===== src/rtl/regfile_param_sweep.sv =====
// MIPS32-style register file: two source read ports, a gated MAC read port and one write port,
// with a built-in clear sweep after reset or on clr_req. Define REGFILE_WR_BYPASS_EN for write-first reads.
module regfile_param_sweep #(
  parameter int DATA_W   = 32,
  parameter int ADDR_W   = 5,
  parameter int ZERO_REG = 1
) (
  input  logic              clk,
  input  logic              rst_n,
  input  logic [ADDR_W-1:0] rs1_addr,
  input  logic [ADDR_W-1:0] rs2_addr,
  input  logic              mac_en,
  input  logic [ADDR_W-1:0] mac_addr,
  output logic [DATA_W-1:0] rs1_data,
  output logic [DATA_W-1:0] rs2_data,
  output logic [DATA_W-1:0] mac_data,
  input  logic              wr_en,
  input  logic [ADDR_W-1:0] wr_addr,
  input  logic [DATA_W-1:0] wr_data,
  input  logic              clr_req,
  output logic              ready
);

  localparam int DEPTH = 2 ** ADDR_W;
`ifdef REGFILE_WR_BYPASS_EN
  localparam bit BYPASS = 1'b1;
`else
  localparam bit BYPASS = 1'b0;
`endif

  typedef enum logic {SWEEP, RUN} state_t;

  state_t            state_q, state_d;
  logic [ADDR_W-1:0] ptr_q, ptr_d;
  logic              ready_q, ready_d;
  logic              run;

  logic [DATA_W-1:0] mem [DEPTH];
  logic              mem_we;
  logic [ADDR_W-1:0] mem_wa;
  logic [DATA_W-1:0] mem_wd;

  always_ff @(posedge clk or negedge rst_n) begin
    if (!rst_n) begin
      state_q <= SWEEP;
      ptr_q   <= '0;
      ready_q <= 1'b0;
    end else begin
      state_q <= state_d;
      ptr_q   <= ptr_d;
      ready_q <= ready_d;
    end
  end

  always_comb begin
    state_d = state_q;
    ptr_d   = ptr_q;
    ready_d = ready_q;
    case (state_q)
      SWEEP: begin
        ptr_d = ptr_q + 1'b1;
        if (&ptr_q) begin
          state_d = RUN;
          ready_d = 1'b1;
        end
      end
      RUN: begin
        if (clr_req) begin
          state_d = SWEEP;
          ptr_d   = '0;
          ready_d = 1'b0;
        end
      end
      default: begin
        state_d = SWEEP;
        ptr_d   = '0;
        ready_d = 1'b0;
      end
    endcase
  end

  assign run   = (state_q == RUN);
  assign ready = ready_q;

  // The sweep owns the write port; user writes are accepted only in RUN.
  always_comb begin
    mem_we = 1'b0;
    mem_wa = wr_addr;
    mem_wd = wr_data;
    if (!run) begin
      mem_we = 1'b1;
      mem_wa = ptr_q;
      mem_wd = '0;
    end else if (wr_en && !(ZERO_REG != 0 && wr_addr == '0)) begin
      mem_we = 1'b1;
    end
  end

  always_ff @(posedge clk) begin
    if (mem_we) mem[mem_wa] <= mem_wd;
  end

  function automatic logic [DATA_W-1:0] read_sel(
    input logic [ADDR_W-1:0] addr,
    input logic [DATA_W-1:0] stored,
    input logic              is_run,
    input logic              byp_we,
    input logic [ADDR_W-1:0] byp_addr,
    input logic [DATA_W-1:0] byp_data
  );
    logic [DATA_W-1:0] v;
    v = stored;
    if (BYPASS && byp_we && addr == byp_addr) v = byp_data;
    if (ZERO_REG != 0 && addr == '0) v = '0;
    if (!is_run) v = '0;
    return v;
  endfunction

  assign rs1_data = read_sel(rs1_addr, mem[rs1_addr], run, wr_en, wr_addr, wr_data);
  assign rs2_data = read_sel(rs2_addr, mem[rs2_addr], run, wr_en, wr_addr, wr_data);
  assign mac_data = mac_en ? read_sel(mac_addr, mem[mac_addr], run, wr_en, wr_addr, wr_data) : '0;

endmodule


===== config.mk =====
export PLATFORM = sky130hd
export DESIGN_NAME = regfile_param_sweep
export DESIGN_NICKNAME = d
export VERILOG_FILES = /design/src/rtl/regfile_param_sweep.sv
export SDC_FILE = /design/constraint.sdc
export NUM_CORES = 1
export LEC_CHECK = 0
export CAP_MARGIN = 20
export CORE_UTILIZATION = 55
export CTS_CLUSTER_DIAMETER = 50
export DETAILED_ROUTE_END_ITERATION = 8
export PLACE_DENSITY_LB_ADDON = 0.1
export SLEW_MARGIN = 10
export SYNTH_ARGS = -nofsm -noshare
export SYNTH_HDL_FRONTEND = slang
export SYNTH_SLANG_ARGS = --single-unit

===== constraint.sdc =====
create_clock -name clk -period 5.7 [get_ports clk]
set_input_delay 1.14 -clock clk [delete_from_list [all_inputs] [get_ports clk]]
set_output_delay 1.14 -clock clk [all_outputs]
set_load 0.01 [all_outputs]

==> results.cfg <==
[grt]
top_usage_layer = met2
grt_pass1_wl_microns = 267000
grt.total_usage = 0.381
grt_max_degree = 102
use_met1 = 0.522
antenna_found_initial = 2
grt_pass1_vias = 36700
met2_usage = 0.563
grt_use_met3 = 0.122
grt_overflow_total = 0

[floorplan]
rows = 115
dieArea_sq_um = 101000
core_area_sq_um = 98400
boundaryPins = 154
die_w_microns = 317
die_h_microns = 317
start_util = 0.555

[clocking]
postCtsSetupBuffers = 0
clockBufferDepth = 3
root_buffer = clkbuf_16
ctsHoldBuffers = 0
cts_num_sinks = 1031
cts_made_buffers = 130
cts-resized-gates = 0
clkTransAtPathRegs_ns = 0.05
htree_num_levels = 4
worst_skew_pair.late_latency_ns = 0.75
cts_tree = done

[setup_path]
cp-end-kind = output pin
path_buf_inv = 3
r2r_slack_ns = 2.08
worstPathCellList = clkdlybuf4s50_1 > nand3_1 > nor2_4 > buf_12 > nand3_1 > nand4_1 > clkdlybuf4s50_1
cp_top_family = simple AND/OR/NAND/NOR gates
critPathRequiredTime_ns = 4.56
cp_max_fo = 17
crit_arrival_ns = 4.13
critical_path_class = input port to output pin
timing.rr.start = run$_DFF_PN0_
start_kind = input port
reg2regPathDepth = 5
rr_endpoint = mem[25][19]$_DFFE_PP_
slowest_stage = nor2_4
slowest_delay_ns = 0.89

[timing]
final_max_slew_viol_count = 0
post-route-period-util = 0.925
max_freq_ghz = 0.190
tightest_slew_ns = 1.13
rsz0062_at_grt = false
clock_skew_ns = 0.0194
period_minus_slack_ns = 5.27
hold_viol = 0
slew_headroom = 0.244
fin_ws_ns = 0.429
setup_tns_ns = 0
setup_viol = 0
whs_ns = 0.576

[power]
leakage_nw = 20.4
pwr-share-clk = 0.365
power_frac_seq = 0.446
finalPower_mw = 22.8
combPwrFrac = 0.190
power_density_nw_per_um2 = 360
intPower_mw = 16.3
netSwitchingPower_mw = 6.48
p_sw_frac = 0.284
ir_worst_vdd_mv = 0.366

[detailed_routing]
ant_nets = 0
drt_wl_total_microns = 189000
vias = 36500
via_per_inst = 8.02
drt-initial-drc-count = 5843
drc_errors = 0
dr.pass1.iters = 6
routedWlPerCell_microns = 41.4

[logic_synthesis]
yosysUniqueCellTypes = 40
syn_nets = 3048
avgSynthCellArea_sq_um = 18.3
synth_ff_type = edfxtp_1
syn_inst = 2989
yosysSeqAreaShare = 0.566
synth_area_sq_um = 54600
ys.warnings.count = 0
synth_enable_flop_cells = 1024
synth_seq_cells = 1031
async_flop_share = 0.00679

[layout]
drive_above_1_share = 0.332
final_cell_mix = edfxtp_1 (1024), mux4_2 (639), a22oi_1 (445)
finalInstanceArea_sq_um = 63300
final_common_cell = edfxtp_1
areaGrowthSynthToFinish_pct = 15.9
fin_util = 0.643
fin_nets = 3224
fin_cells = 4555

[place]
post-place-ws_ns = 0.484
placed_area_sq_um = 58800
buffer_ports.inserted = 153
post-place-cells = 4311
place_hpwl_microns = 113000
routabilityCongestion = 0.921

[job]
cap_violations = 0

[hold_path]
min_delay_worst_endpoint = ready$_DFFE_PN0P_
holdPathStages = 2
min_from = ready$_DFFE_PN0P_
holdCritPathClass = flip-flop to flip-flop

[run_status]
outcome = complete, no violations
[area by class of cell]
| class | instances | area, sq um |
|---|---|---|
| fillers | 6681 | 35100 |
| clock buffers | 161 | 3660 |
| flip-flops and latches | 1031 | 30900 |
| multi-input cells | 1670 | 22600 |
| inverters | 7 | 26.3 |
| diodes | 5 | 12.5 |
| repair buffers | 325 | 3730 |
| clock inverters | 69 | 678 |
| well taps | 1287 | 1610 |
[worst max-delay path by stage]
stage	startpoint	end	slack (ns)	cells past startpoint
2_1_floorplan	rs2_addr[0]	rs2_data[30]	2.05	6
3_3_place_gp	mac_en	mac_data[7]	0.49	7
3_5_place_dp	mac_en	mac_data[7]	0.48	7
4_1_cts	mac_en	mac_data[7]	0.47	7
5_1_grt	mac_en	mac_data[7]	0.47	7
6_report	mac_addr[4]	mac_data[7]	0.43	7
[Yosys cell counts (all sizes together) (5+ instances only)]
master | count | area [sq um]
nor2b | 6 | 37.5
nand4 | 97 | 607
and2 | 34 | 213
o22ai | 5 | 31.3
inv | 7 | 26.3
edfxtp | 1024 | 30700
nor3 | 7 | 35.0
mux4 | 639 | 14400
dfrtp | 7 | 175
nand2 | 20 | 75.1
a22oi | 445 | 3340
nand3 | 69 | 345
nor3b | 10 | 85.1
buf | 156 | 1000
nor2 | 48 | 180
mux2i | 259 | 2590
clkbuf | 125 | 469
[kinds of logic (layout without fill, tap and decap cells)]
kind of cell	count (synthesis)	after routing	share of synthesized area
AO/OA/AOI/OAI	461	461	0.0632
XOR/XNOR	2	2	0.000321
adder cells (fa/ha/maj)	2	2	0.000458
buffers and inverters	288	562	0.0274
flip-flops	1031	1031	0.566
multiplexers	901	901	0.312
other	0	5	0
AND/OR/NAND/NOR	304	304	0.0309
[sequential cells by signal, indices dropped and copies added, names as in the netlist]
signal	cells
mem	1024
ptr_q	5
ready	1
run	1
[power by group through the flow]
stage / clock network (mW) / registers [mW] / logic, mW
floorplan: 0 / 10.1 / 2.40
global placement: 0 / 10.2 / 4.14
detailed placement: 0 / 10.3 / 4.19
CTS: 8.36 / 10.1 / 4.21
global route: 8.66 / 10.2 / 4.43
finish: 8.31 / 10.2 / 4.32
[worst reg2reg max path, stage by stage, from the launching register on]
cell and delay, ns:
dfrtp_4 0.58, buf_4 0.53, mux2i_1 0.46, nand2_1 0.33, nor2_4 0.83, buf_4 0.53
[layer usage]
layer / wire, microns / up-vias
met2: 85400 / 3283
met5: 0 / -
met1: 66400 / 19000
met4: 9150 / 0
li1: - / 13700
met3: 27700 / 591
No activity file was read; power rests on OpenSTA's default activity.
